`src/rtl/bus_arbiter4_if.sv`:
```
`default_nettype none
// +----------------------------------------------------------------------------+
// | bus_arbiter4_if : request/grant/completion bundle between the four        |
// | requesters, the shared resource and the round-robin arbiter. Rev 1.0      |
// +----------------------------------------------------------------------------+
interface bus_arbiter4_if;
  logic [3:0] req;
  logic       bus_done;
  logic [3:0] grant;
  logic [1:0] select;
  logic       bus_valid;
  logic [3:0] ack;
  logic [3:0] err;

  modport master (
    input  req,
    input  bus_done,
    output grant,
    output select,
    output bus_valid,
    output ack,
    output err
  );

  modport slave (
    output req,
    output bus_done,
    input  grant,
    input  select,
    input  bus_valid,
    input  ack,
    input  err
  );
endinterface
`default_nettype wire

```
`src/rtl/bus_arbiter4.sv`:
```
`default_nettype none
// +----------------------------------------------------------------------------+
// | bus_arbiter4 : four-way round-robin arbiter with per-transaction grant    |
// | lock and BUSY timeout for one shared 32-bit datapath resource. Rev 1.0    |
// +----------------------------------------------------------------------------+
module bus_arbiter4 #(
  parameter int TIMEOUT_CYCLES = 16,
  parameter int CNT_WIDTH      = 8
) (
  input  logic           clk,
  input  logic           reset,
  bus_arbiter4_if.master bus
);

  localparam logic [0:0] c_IDLE = 1'b0;
  localparam logic [0:0] c_BUSY = 1'b1;
  localparam logic [CNT_WIDTH-1:0] c_TMO_LAST =
    CNT_WIDTH'((TIMEOUT_CYCLES > 0) ? (TIMEOUT_CYCLES - 1) : 0);

  logic [0:0]           r_state;
  logic [1:0]           r_ptr;
  logic [CNT_WIDTH-1:0] r_cnt;
  logic [3:0]           r_grant;
  logic [1:0]           r_select;
  logic [3:0]           r_ack;
  logic [3:0]           r_err;

  logic [3:0] w_ereq;
  logic       w_found;
  logic [1:0] w_win;
  logic [1:0] w_idx;
  logic       w_timeout;

  // The requester being pulsed this cycle is still dropping REQ; keep it out.
  assign w_ereq    = bus.req & ~r_ack & ~r_err;
  assign w_timeout = (TIMEOUT_CYCLES != 0) && (r_cnt == c_TMO_LAST);

  always_comb begin
    w_found = 1'b0;
    w_win   = 2'd0;
    w_idx   = 2'd0;
    for (int k = 0; k < 4; k++) begin
      w_idx = r_ptr + 2'(k);
      if (!w_found && w_ereq[w_idx]) begin
        w_found = 1'b1;
        w_win   = w_idx;
      end
    end
  end

  always_ff @(posedge clk) begin
    if (reset) begin
      r_state  <= c_IDLE;
      r_ptr    <= 2'd0;
      r_cnt    <= '0;
      r_grant  <= 4'd0;
      r_select <= 2'd0;
      r_ack    <= 4'd0;
      r_err    <= 4'd0;
    end else begin
      case (r_state)
        c_IDLE: begin
          r_ack <= 4'd0;
          r_err <= 4'd0;
          r_cnt <= '0;
          if (w_found) begin
            r_state  <= c_BUSY;
            r_grant  <= 4'd1 << w_win;
            r_select <= w_win;
          end
        end
        c_BUSY: begin
          if (r_cnt != '1) begin
            r_cnt <= r_cnt + 1'b1;
          end
          // Completion takes precedence over a coincident timeout.
          if (bus.bus_done) begin
            r_state <= c_IDLE;
            r_grant <= 4'd0;
            r_ack   <= r_grant;
            r_ptr   <= r_select + 2'd1;
          end else if (w_timeout) begin
            r_state <= c_IDLE;
            r_grant <= 4'd0;
            r_err   <= r_grant;
            r_ptr   <= r_select + 2'd1;
          end
        end
        default: begin
          r_state <= c_IDLE;
          r_grant <= 4'd0;
        end
      endcase
    end
  end

  assign bus.grant     = r_grant;
  assign bus.select    = r_select;
  assign bus.bus_valid = (r_state == c_BUSY);
  assign bus.ack       = r_ack;
  assign bus.err       = r_err;

endmodule
`default_nettype wire

```
`src/flat_wrapper.sv`:
```
// flat-port wrapper written by rule: the top's interface ports become plain ports
module bus_arbiter4_flat 
#(
  parameter int TIMEOUT_CYCLES = 16,
  parameter int CNT_WIDTH      = 8
)
  (clk, reset, bus_req, bus_bus_done, bus_grant, bus_select, bus_bus_valid, bus_ack, bus_err);
  bus_arbiter4_if bus_i ();
  input  logic clk;
  input  logic reset;
  input wire logic [$bits(bus_i.req)-1:0] bus_req;
  input wire logic [$bits(bus_i.bus_done)-1:0] bus_bus_done;
  output wire logic [$bits(bus_i.grant)-1:0] bus_grant;
  output wire logic [$bits(bus_i.select)-1:0] bus_select;
  output wire logic [$bits(bus_i.bus_valid)-1:0] bus_bus_valid;
  output wire logic [$bits(bus_i.ack)-1:0] bus_ack;
  output wire logic [$bits(bus_i.err)-1:0] bus_err;
  assign bus_i.req = bus_req;
  assign bus_i.bus_done = bus_bus_done;
  assign bus_grant = bus_i.grant;
  assign bus_select = bus_i.select;
  assign bus_bus_valid = bus_i.bus_valid;
  assign bus_ack = bus_i.ack;
  assign bus_err = bus_i.err;
  bus_arbiter4 #(.TIMEOUT_CYCLES(TIMEOUT_CYCLES), .CNT_WIDTH(CNT_WIDTH)) u_core (.clk(clk), .reset(reset), .bus(bus_i));
endmodule
```
`config.mk`:
```
export PLATFORM = sky130hd
export DESIGN_NAME = bus_arbiter4_flat
export DESIGN_NICKNAME = d
export VERILOG_FILES = /design/src/rtl/bus_arbiter4_if.sv /design/src/rtl/bus_arbiter4.sv /design/src/flat_wrapper.sv
export SDC_FILE = /design/constraint.sdc
export NUM_CORES = 1
export LEC_CHECK = 0
export CELL_PAD_IN_SITES_DETAIL_PLACEMENT = 1
export CELL_PAD_IN_SITES_GLOBAL_PLACEMENT = 1
export CORE_MARGIN = 4
export CORE_UTILIZATION = 41
export DETAILED_ROUTE_END_ITERATION = 16
export PLACE_DENSITY = 0.8
export REMOVE_ABC_BUFFERS = 1
export SYNTH_ARGS = -nofsm -noshare
export SYNTH_HDL_FRONTEND = slang
export SYNTH_SLANG_ARGS = --single-unit
```
`constraint.sdc`:
```
create_clock -name clk -period 2.44 [get_ports clk]
set_input_delay 0.366 -clock clk [delete_from_list [all_inputs] [get_ports clk]]
set_output_delay 0.366 -clock clk [all_outputs]
set_load 0.005 [all_outputs]
```
# Word-level counts from Yosys, hierarchy flattened
# Index checks and enable logic that the tools add are counted.
word_totals:
  ff_bits: 25
  input_bits: 7
  output_inout_bits: 15
  wordCells: 74
classes:
  add_sub_neg: 5
  order_cmp: 4
  eq_ne: 8
  n_shift: 1
  mux: 33
  n_bitwise: 5
  reduce_logical: 11
ops:
  columns: ["op", "n"]
  rows:
  - ["$mux W4", 6]
  - ["$pmux W4 S2", 3]
  - ["$pmux W8 S2", 1]
  - ["$lt A2 B3 Y1 const B", 4]
  - ["$mux W2", 6]
  - ["$mux W1", 11]
  - ["$add A8 B1 Y8 const B", 1]
  - ["$and A4 B4 Y4", 2]
  - ["$bmux W1 S2", 4]
  - ["$eq A8 B4 Y1 const B", 1]
  - ["$mux W8", 1]
  - ["$ne A2 B2 Y1 const B", 4]
  - ["$ne A8 B8 Y1 const B", 1]
  - ["$not A4 Y4", 2]
  - ["$reduce_and A2 Y1", 4]
  - ["$add A2 B1 Y2 const B", 2]
  - ["$add A2 B2 Y2 const B", 2]
  - ["$shl A1 B2 Y4 const A", 1]
  - ["$logic_and A1 B1 Y1", 3]
  - ["$logic_not A1 Y1", 3]
  - ["$ne A3 B3 Y1 const B", 1]
  - ["$ne A2 B1 Y1 const B", 1]
  - ["$pmux W1 S2", 1]
  - ["$reduce_bool A2 Y1", 1]
  - ["$not A1 Y1", 1]

# Logic depth before layout (Yosys ltp)
# Gate-level depths: netlist (run 1).
logic_depth:
  depth_word: 18
  mapped_depth: 6

# Worst setup path after synthesis (run 1)
# OpenSTA, ideal clock, no wires.
synth_timing:
  path_type: "reg2reg"
  from: "register u_core.r_cnt[4]"
  to: "register u_core.r_grant[1] (netlist: u_core.bus.grant[1])"
  setup_time_ps: 117
  arrival_time_ps: 1439
  required_time_ps: 2323
  setup_slack_ps: 883
  path_stages_with_launch: 6
  period_less_slack_ps: 1557
  cell_sequence: "dfxtp_1 -> or4_4 -> nor2_2 -> o21a_4 -> nor2_2 -> a32o_1"
synth_between:
  elab_chain_len: 3
synth_rtl:
  columns: ["item", "line", "text"]
  rows:
  - ["start: declaration", "bus_arbiter4.sv:22", "logic [CNT_WIDTH-1:0] r_cnt;"]
  - ["start signal: assignment", "bus_arbiter4.sv:74", "r_cnt <= r_cnt + 1'b1;"]
  - ["$eq A8 B4 Y1", "bus_arbiter4.sv:36", "assign w_timeout = (TIMEOUT_CYCLES != 0) && (r_cnt == c_TMO_LAST);"]
  - ["$ne A3 B3 Y1 (no source line)", null, null]
  - ["$reduce_and A2 Y1 (no source line)", null, null]
  - ["end signal: assignment", "bus_arbiter4.sv:68", "r_grant <= 4'd1 << w_win;"]
  - ["end: declaration", "bus_arbiter4.sv:23", "logic [3:0] r_grant;"]
# No other way between the ends.
# A chain may end at the register's enable or synchronous reset.

# Worst setup path after layout (run 1)
layout_timing:
  from: "input bus_req[3]"
  to: "register u_core.r_grant[1] (netlist: u_core.bus.grant[1])"
layout_between:
  elab_chain_len: 17
  word_cells_on_any_way: 29
  cone_classes: "eq/ne: 1; shift: 1; mux: 18; bitwise: 2; reduce/logical: 7"
layout_rtl:
  columns: ["item", "line", "text"]
  rows:
  - ["start: declaration", "flat_wrapper.sv:11", "input wire logic [$bits(bus_i.req)-1:0] bus_req;"]
  - ["$and A4 B4 Y4 (*) (2 in series)", "bus_arbiter4.sv:35", "assign w_ereq = bus.req & ~r_ack & ~r_err;"]
  - ["$bmux W1 S2", "bus_arbiter4.sv:44", "if (!w_found && w_ereq[w_idx]) begin"]
  - ["$mux W1 (not written as such)", "bus_arbiter4.sv:44", null]
  - ["$mux W1", "bus_arbiter4.sv:44", null]
  - ["$logic_not A1 Y1", "bus_arbiter4.sv:44", null]
  - ["$logic_and A1 B1 Y1", "bus_arbiter4.sv:44", null]
  - ["$mux W1", "bus_arbiter4.sv:44", null]
  - ["$logic_not A1 Y1", "bus_arbiter4.sv:44", null]
  - ["$logic_and A1 B1 Y1", "bus_arbiter4.sv:44", null]
  - ["$mux W1", "bus_arbiter4.sv:44", null]
  - ["$logic_not A1 Y1", "bus_arbiter4.sv:44", null]
  - ["$logic_and A1 B1 Y1", "bus_arbiter4.sv:44", null]
  - ["$mux W2", "bus_arbiter4.sv:44", null]
  - ["$shl A1 B2 Y4", "bus_arbiter4.sv:68", null]
  - ["$mux W4", "bus_arbiter4.sv:66", "if (w_found) begin"]
  - ["$pmux W4 S2", "bus_arbiter4.sv:61", "case (r_state)"]
# Every way passes the cells marked *; elsewhere a longest branch is shown, timed or not. The select of a mux whose other input is x is not followed.

==> results of run 1 <==
critical path, delay by kind of cell:
| kind | cells | cell delay, ns |
|---|---|---|
| compound gates | 2 | 0.74 |
| simple gates | 3 | 0.55 |
| buf+inv | 1 | 0.46 |
registers in the layout, indices dropped and copies added (netlist names):
| signal | flops |
|---|---|
| u_core.r_cnt | 8 |
| u_core.bus.ack | 4 |
| u_core.bus.err | 4 |
| u_core.bus.grant | 4 |
| u_core.bus.select | 2 |
| u_core.r_ptr | 2 |
| u_core.bus.bus_valid | 1 |
per-layer routing:
layer | vias up | GRT usage | part of all wire
li1 | 485 | - | -
met3 | 5 | 0.0356 | 0.053
met2 | 22 | 0.258 | 0.46
met4 | 0 | 0.0557 | 0.013
met1 | 470 | 0.243 | 0.48
met5 | - | 0 | 0
through the flow:
stage          worst slack [ns]  area [um2]  hold slack [ns]
3_3_place_gp              0.227        1400            0.464
3_5_place_dp              0.211        1400            0.492
6_report                  0.557        1430            0.520
5_1_grt                   0.368        1430            0.550
2_1_floorplan             0.883        1140            0.435
4_1_cts                   0.549        1430            0.518
cell type report:
cell class | count | area [um2]
multi-input combinational | 91 | 638
tap | 31 | 38.8
sequential | 25 | 500
inverter | 1 | 3.75
timing repair buffer | 22 | 218
fill | 332 | 1310
clock buffer | 4 | 26.3
how the worst max path moves through the flow:
stage | startpoint | end | slack, ns | cells past startpoint
after floorplan | u_core.r_cnt[4] | u_core.bus.grant[1] | 0.88 | 5
after global placement | bus_req[3] | u_core.bus.grant[0] | 0.23 | 6
after detailed placement | bus_req[3] | u_core.bus.grant[0] | 0.21 | 6
after CTS | bus_req[3] | u_core.bus.grant[1] | 0.55 | 6
after global routing | bus_req[3] | u_core.bus.grant[1] | 0.37 | 6
final | bus_req[3] | u_core.bus.grant[1] | 0.56 | 6
Yosys cell counts (2+ instances only):
master	n
a211oi_1	3
a21oi_1	3
a31oi_1	4
a32o_1	4
and3_1	3
buf_4	2
dfxtp_1	25
mux2i_1	9
nand2_1	6
nand3_1	3
nor2_1	17
nor2_2	2
nor2b_1	5
nor3_1	3
nor3b_1	2
nor3b_2	2
o21ai_0	3
or3b_2	3
xnor2_1	2
power by group:
part / switching [mW] / internal, mW
clock: 0.129 / 0.0641
sequential: 0.0171 / 0.422
combinational: 0.0495 / 0.0584
cell families (layout without fill, tap and decap cells):
group | count (synthesis) | in the layout
AND/OR/NAND/NOR | 55 | 55
flip-flops | 25 | 25
AO/OA/AOI/OAI | 23 | 23
multiplexers | 9 | 9
buffers and inverters | 4 | 27
XOR/XNOR | 3 | 3
adder cells (fa/ha/maj) | 1 | 1
==> results.ini, run 1 <==
[timing]
tightest_slew_ns = 0.551
slew-limit-headroom = 0.630
fmaxAchievable_mhz = 531
period_needed_ns = 1.88
grt_setup_unrepaired = false
drv_slew = 0
setup_violations = 0
period_share = 0.772
fin_tns_setup_ns = 0
clock_skew_ns = 0.00324
finalHoldViolCount = 0

[finish]
layout_commonest_cell = dfxtp_1
instances_no_fill = 174
final_nets = 152
drive_gt1_frac = 0.133
diodes = 0
area_growth_pct = 22.7
utilization = 0.521
final_cell_mix = dfxtp_1 (25), clkdlybuf4s50_1 (21), nor2_1 (17)

[worst_setup_path]
crit_arrival_ns = 2.12
slowest_delay_ns = 0.52
r2r_start = u_core.bus.ack[3]
cp-start-kind = input pin
path_max_fanout = 5
crit_slowest_cell = a211oi_1
cpMostUsedCell = nor2b_1
r2r_setup_slack_ns = 0.68
r2r_cells = 5
timing.rr.end = u_core.bus.grant[1]
cp-end-kind = flop
cp_data_required_time_ns = 2.67
path_class = input pin to flop
path_cells = clkdlybuf4s50_1, nor3b_2, nor2b_1, a211oi_1, nor2b_1, a32o_1

[clock_network]
cts_resized = 0
cts_hold_buf = 0
cts_sinks = 25
cts_max_path_buffers = 2
clock_latency_ns = 0.32
clkTransAtPathRegs_ns = 0.14
cts_tree = built
cts_max_level = 1
cts_made_buffers = 3
ctsRootBufferMaster = clkbuf_4
cts_setup_buffers = 0

[synth]
synthMuxAreaShare = 0.0776
synth-edff-count = 0
synth_area_leader_cell = dfxtp_1
synth_top_family_by_area = simple AND/OR/NAND/NOR gates
yosys-top-cells-area = dfxtp_1 (43%), mux2i_1 (7.8%), nor2_1 (5.5%)
syn-mean-instance-area_um2 = 9.68
async_reset_ff_frac = 0
synth_xor_area_frac = 0.0226
synth_top_area_share = 0.431
syn_inst = 120
yosysSeqAreaShare = 0.431
synth-adder-area-share = 0.0108
synth_compound_area_frac = 0.156
synth-simple-area-share = 0.282
ys_types = 38
ys.flop_type = dfxtp_1
synth.cell_area_um2 = 1160
ys_ff_latch = 25
ys_warn_count = 0

[global_route]
grt_pass1_wl_um = 4710
grt_max_degree = 14
antenna_found_initial = 0
grt_use_total = 0.171
grt_pass1_vias = 980
overflow = 0

[placement]
place_congestion = 0.756
port_buffers = 21
dpl.hpwl_um = 2210
numPlacedInstances = 170

[floorplan]
die_area_um2 = 3750
rows = 19
initial_core_util = 0.425
ios = 22
fp.dieW_um = 61.2
core_um2 = 2730
fp.dieH_um = 61.2

[min_path]
min_path_type = flop to flop
hold_end = u_core.r_cnt[2]
hold_start = u_core.r_cnt[2]
hold_depth = 1

[routing]
wl_per_cell_um = 16.5
vias_per_cell = 5.64
first_pass_iters = 2
wirelength_um = 2880
drc = 0
drtIter0Drc = 41
via_count = 982
drtAntennaViolNets = 0

[status]
status = completed

[pwr]
peakVddDrop_mv = 0.364
total_power_mw = 0.740
p_leak_nw = 0.538
p_per_area_nw_per_um2 = 519

[flow_run]
drv_cap = 0

No activity file was read; power rests on OpenSTA's default activity.
==> run 2: changes to the inputs <==
Settings changed: CORE_UTILIZATION 41 to 34, PLACE_DENSITY 0.8 to 0.71.
Clock period 2.44 ns to 1.6 ns, I/O delays scaled along.
==> run 2 against run 1 <==
The run now ends with negative setup slack left. Utilization increased by 5.1 points. Combinational power increased by 140%. Power increased by 65%. Hold slack got worse by 0.0032 ns. Sequential power increased by 52%. Clock power increased by 54%. Non-clock buffer count increased by 27. Setup slack got worse by 0.57 ns. Sequential cell count unchanged. Die area increased by 18%. Critical path depth increased by 1. Largest cell class unchanged.
==> results.ini, run 2 (synthesis gave the netlist of run 1 again) <==
[min_path]
hold_start = u_core.bus.select[1]
min_path_type = flop to flop

[worst_setup_path]
path_max_fanout = 5  ; unchanged
path_class = input pin to flop
crit_slowest_cell = clkdlybuf4s50_1
r2r_start = u_core.r_cnt[4]
crit_arrival_ns = 1.85  ; -0.27 ns
crit_start = bus_req[1]
cp-end-kind = flop
path_cells = clkdlybuf4s50_1, nor3b_4, buf_4, nor3_4, a211oi_4, nor2_1, a32o_2
worst-path-buf-inv = 2  ; +1
cp_top_family = buffers and inverters
cp_data_required_time_ns = 1.83  ; -0.84 ns
cp-start-kind = input pin
slowest_delay_ns = 0.48  ; -0.04 ns

[placement]
dpl.hpwl_um = 2510  ; +14%
place_congestion = 0.771  ; +1.9%
pre_cts_slack_ns = -0.487  ; -0.698 ns
port_buffers = 21  ; unchanged
numPlacedInstances = 205  ; +21%

[pwr]
p_per_area_nw_per_um2 = 678  ; +31%
p_leak_nw = 0.742  ; +38%
peakVddDrop_mv = 0.390  ; +7.1%

[floorplan]
core_um2 = 3150  ; +15%
initial_core_util = 0.368  ; -0.0565
ios = 22  ; unchanged
fp.dieH_um = 66.4  ; +8.5%
rows = 20  ; +1
fp.dieW_um = 66.4  ; +8.5%
die_area_um2 = 4410  ; +18%

[global_route]
overflow = 0  ; unchanged
grt_pass1_vias = 1187  ; +21%
grt_max_degree = 16  ; +2
grt_use_total = 0.171  ; about the same
antenna_found_initial = 0  ; unchanged
grt_pass1_wl_um = 5740  ; +22%

[finish]
area_growth_pct = 55.3
top_register = u_core.r_cnt
nFillCells = 367  ; +11%
final_nets = 179  ; +18%
instances_no_fill = 214  ; +23%
final_cell_mix = buf_4 (28), clkdlybuf4s50_1 (19), nor2_1 (15)
multi_input_area_um2 = 769  ; +21%
drive_gt1_frac = 0.429  ; +0.297
diodes = 0  ; unchanged
largest_reg_flops = 8  ; unchanged
regArea_um2 = 519  ; +3.8%
layout_commonest_cell = buf_4
utilization = 0.572  ; +0.0505

[clock_network]
cts_sinks = 25  ; unchanged
cts_made_buffers = 3  ; unchanged
cts_tree = built
clock_latency_ns = 0.32  ; about the same
cts_max_level = 1  ; unchanged
cts_hold_buf = 0  ; unchanged
ctsRootBufferMaster = clkbuf_4
clkTransAtPathRegs_ns = 0.14  ; about the same
cts_max_path_buffers = 2  ; unchanged

[timing]
slew-limit-headroom = 0.769  ; +0.138
tightest_slew_ns = 0.346  ; -0.205 ns
period_needed_ns = 1.62
fmaxAchievable_mhz = 618
drv_slew = 0  ; unchanged
fin_ws_ns = -0.0170  ; -0.574 ns
finalHoldViolCount = 0  ; unchanged
clock_skew_ns = 0.00231  ; -0.000930 ns
setup_violations = 7  ; +7
whs_ns = 0.517  ; -0.00316 ns
period_share = 1.01
grt_setup_unrepaired = true

[routing]
drtAntennaViolNets = 0  ; unchanged
wl_met3_um = 72  ; -53%
vias_per_cell = 5.07  ; -10%
via_count = 1085  ; +10%
first_pass_iters = 4  ; +2
wl_per_cell_um = 16.2  ; -1.9%
drtIter0Drc = 30  ; -27%
wirelength_um = 3470  ; +21%
drc = 0  ; unchanged
m1WireLength_um = 1520  ; +11%
dr.max_layer_used = met4
wl_met2_um = 1870  ; +42%

[flow_run]
drv_cap = 0  ; unchanged

[status]
status = finished, violations left
violations = negative setup slack

[run 2: stage by stage]
step | instance area, um2 | setup TNS [ns] | power (mW)
after global placement | 1580 | -2.47 | 0.872
after CTS | 1680 | -0.172 | 1.22
after detailed placement | 1580 | -2.88 | 0.881
after global routing | 1800 | -0.793 | 1.30
after floorplan | 1140 | 0 | 0.769
final | 1800 | -0.0699 | 1.22
[run 2: what timing repair did]
item                       CTS  global route
buffers inserted             1             4
setup endpoints to repair    9            20
pin swaps                    2             7
gates resized for setup     14            28
[run 2: per-layer routing]
metal,track usage,vias to the layer above
met2,0.306,14
met3,0.0204,2
met5,0,-
li1,-,535
met1,0.211,534
met4,0.0533,0
[run 2: layout make-up]
type                    count  area share
clock buffers               3      0.0125
clock inverters             1     0.00416
inverters                   1     0.00208
multi-input cells          91       0.427
flip-flops and latches     25       0.288
well taps                  44      0.0305
repair buffers             49       0.236
[run 2: worst register-to-register path: cells and delay by family (launching register included)]
family / cells / cell delay (ns)
and+or+nand+nor: 3 / 0.74
AOI/OAI and AO/OA: 2 / 0.43
DFF: 1 / 0.35
[run 2: final timing paths]
path	endpoint	slack (ns)	cells past startpoint
setup / recovery	u_core.bus.grant[0]	-0.02	7
hold / removal	u_core.bus.select[1]	0.52	2
setup reg to reg	u_core.bus.grant[3]	-0.02	5
hold reg to reg	u_core.bus.select[1]	0.52	2
[run 2: power breakdown]
group	total [mW]	internal (mW)	switching [mW]
clock	0.297	0.0956	0.201
combinational	0.260	0.144	0.116
sequential	0.666	0.642	0.0248
total	1.22	0.881	0.342
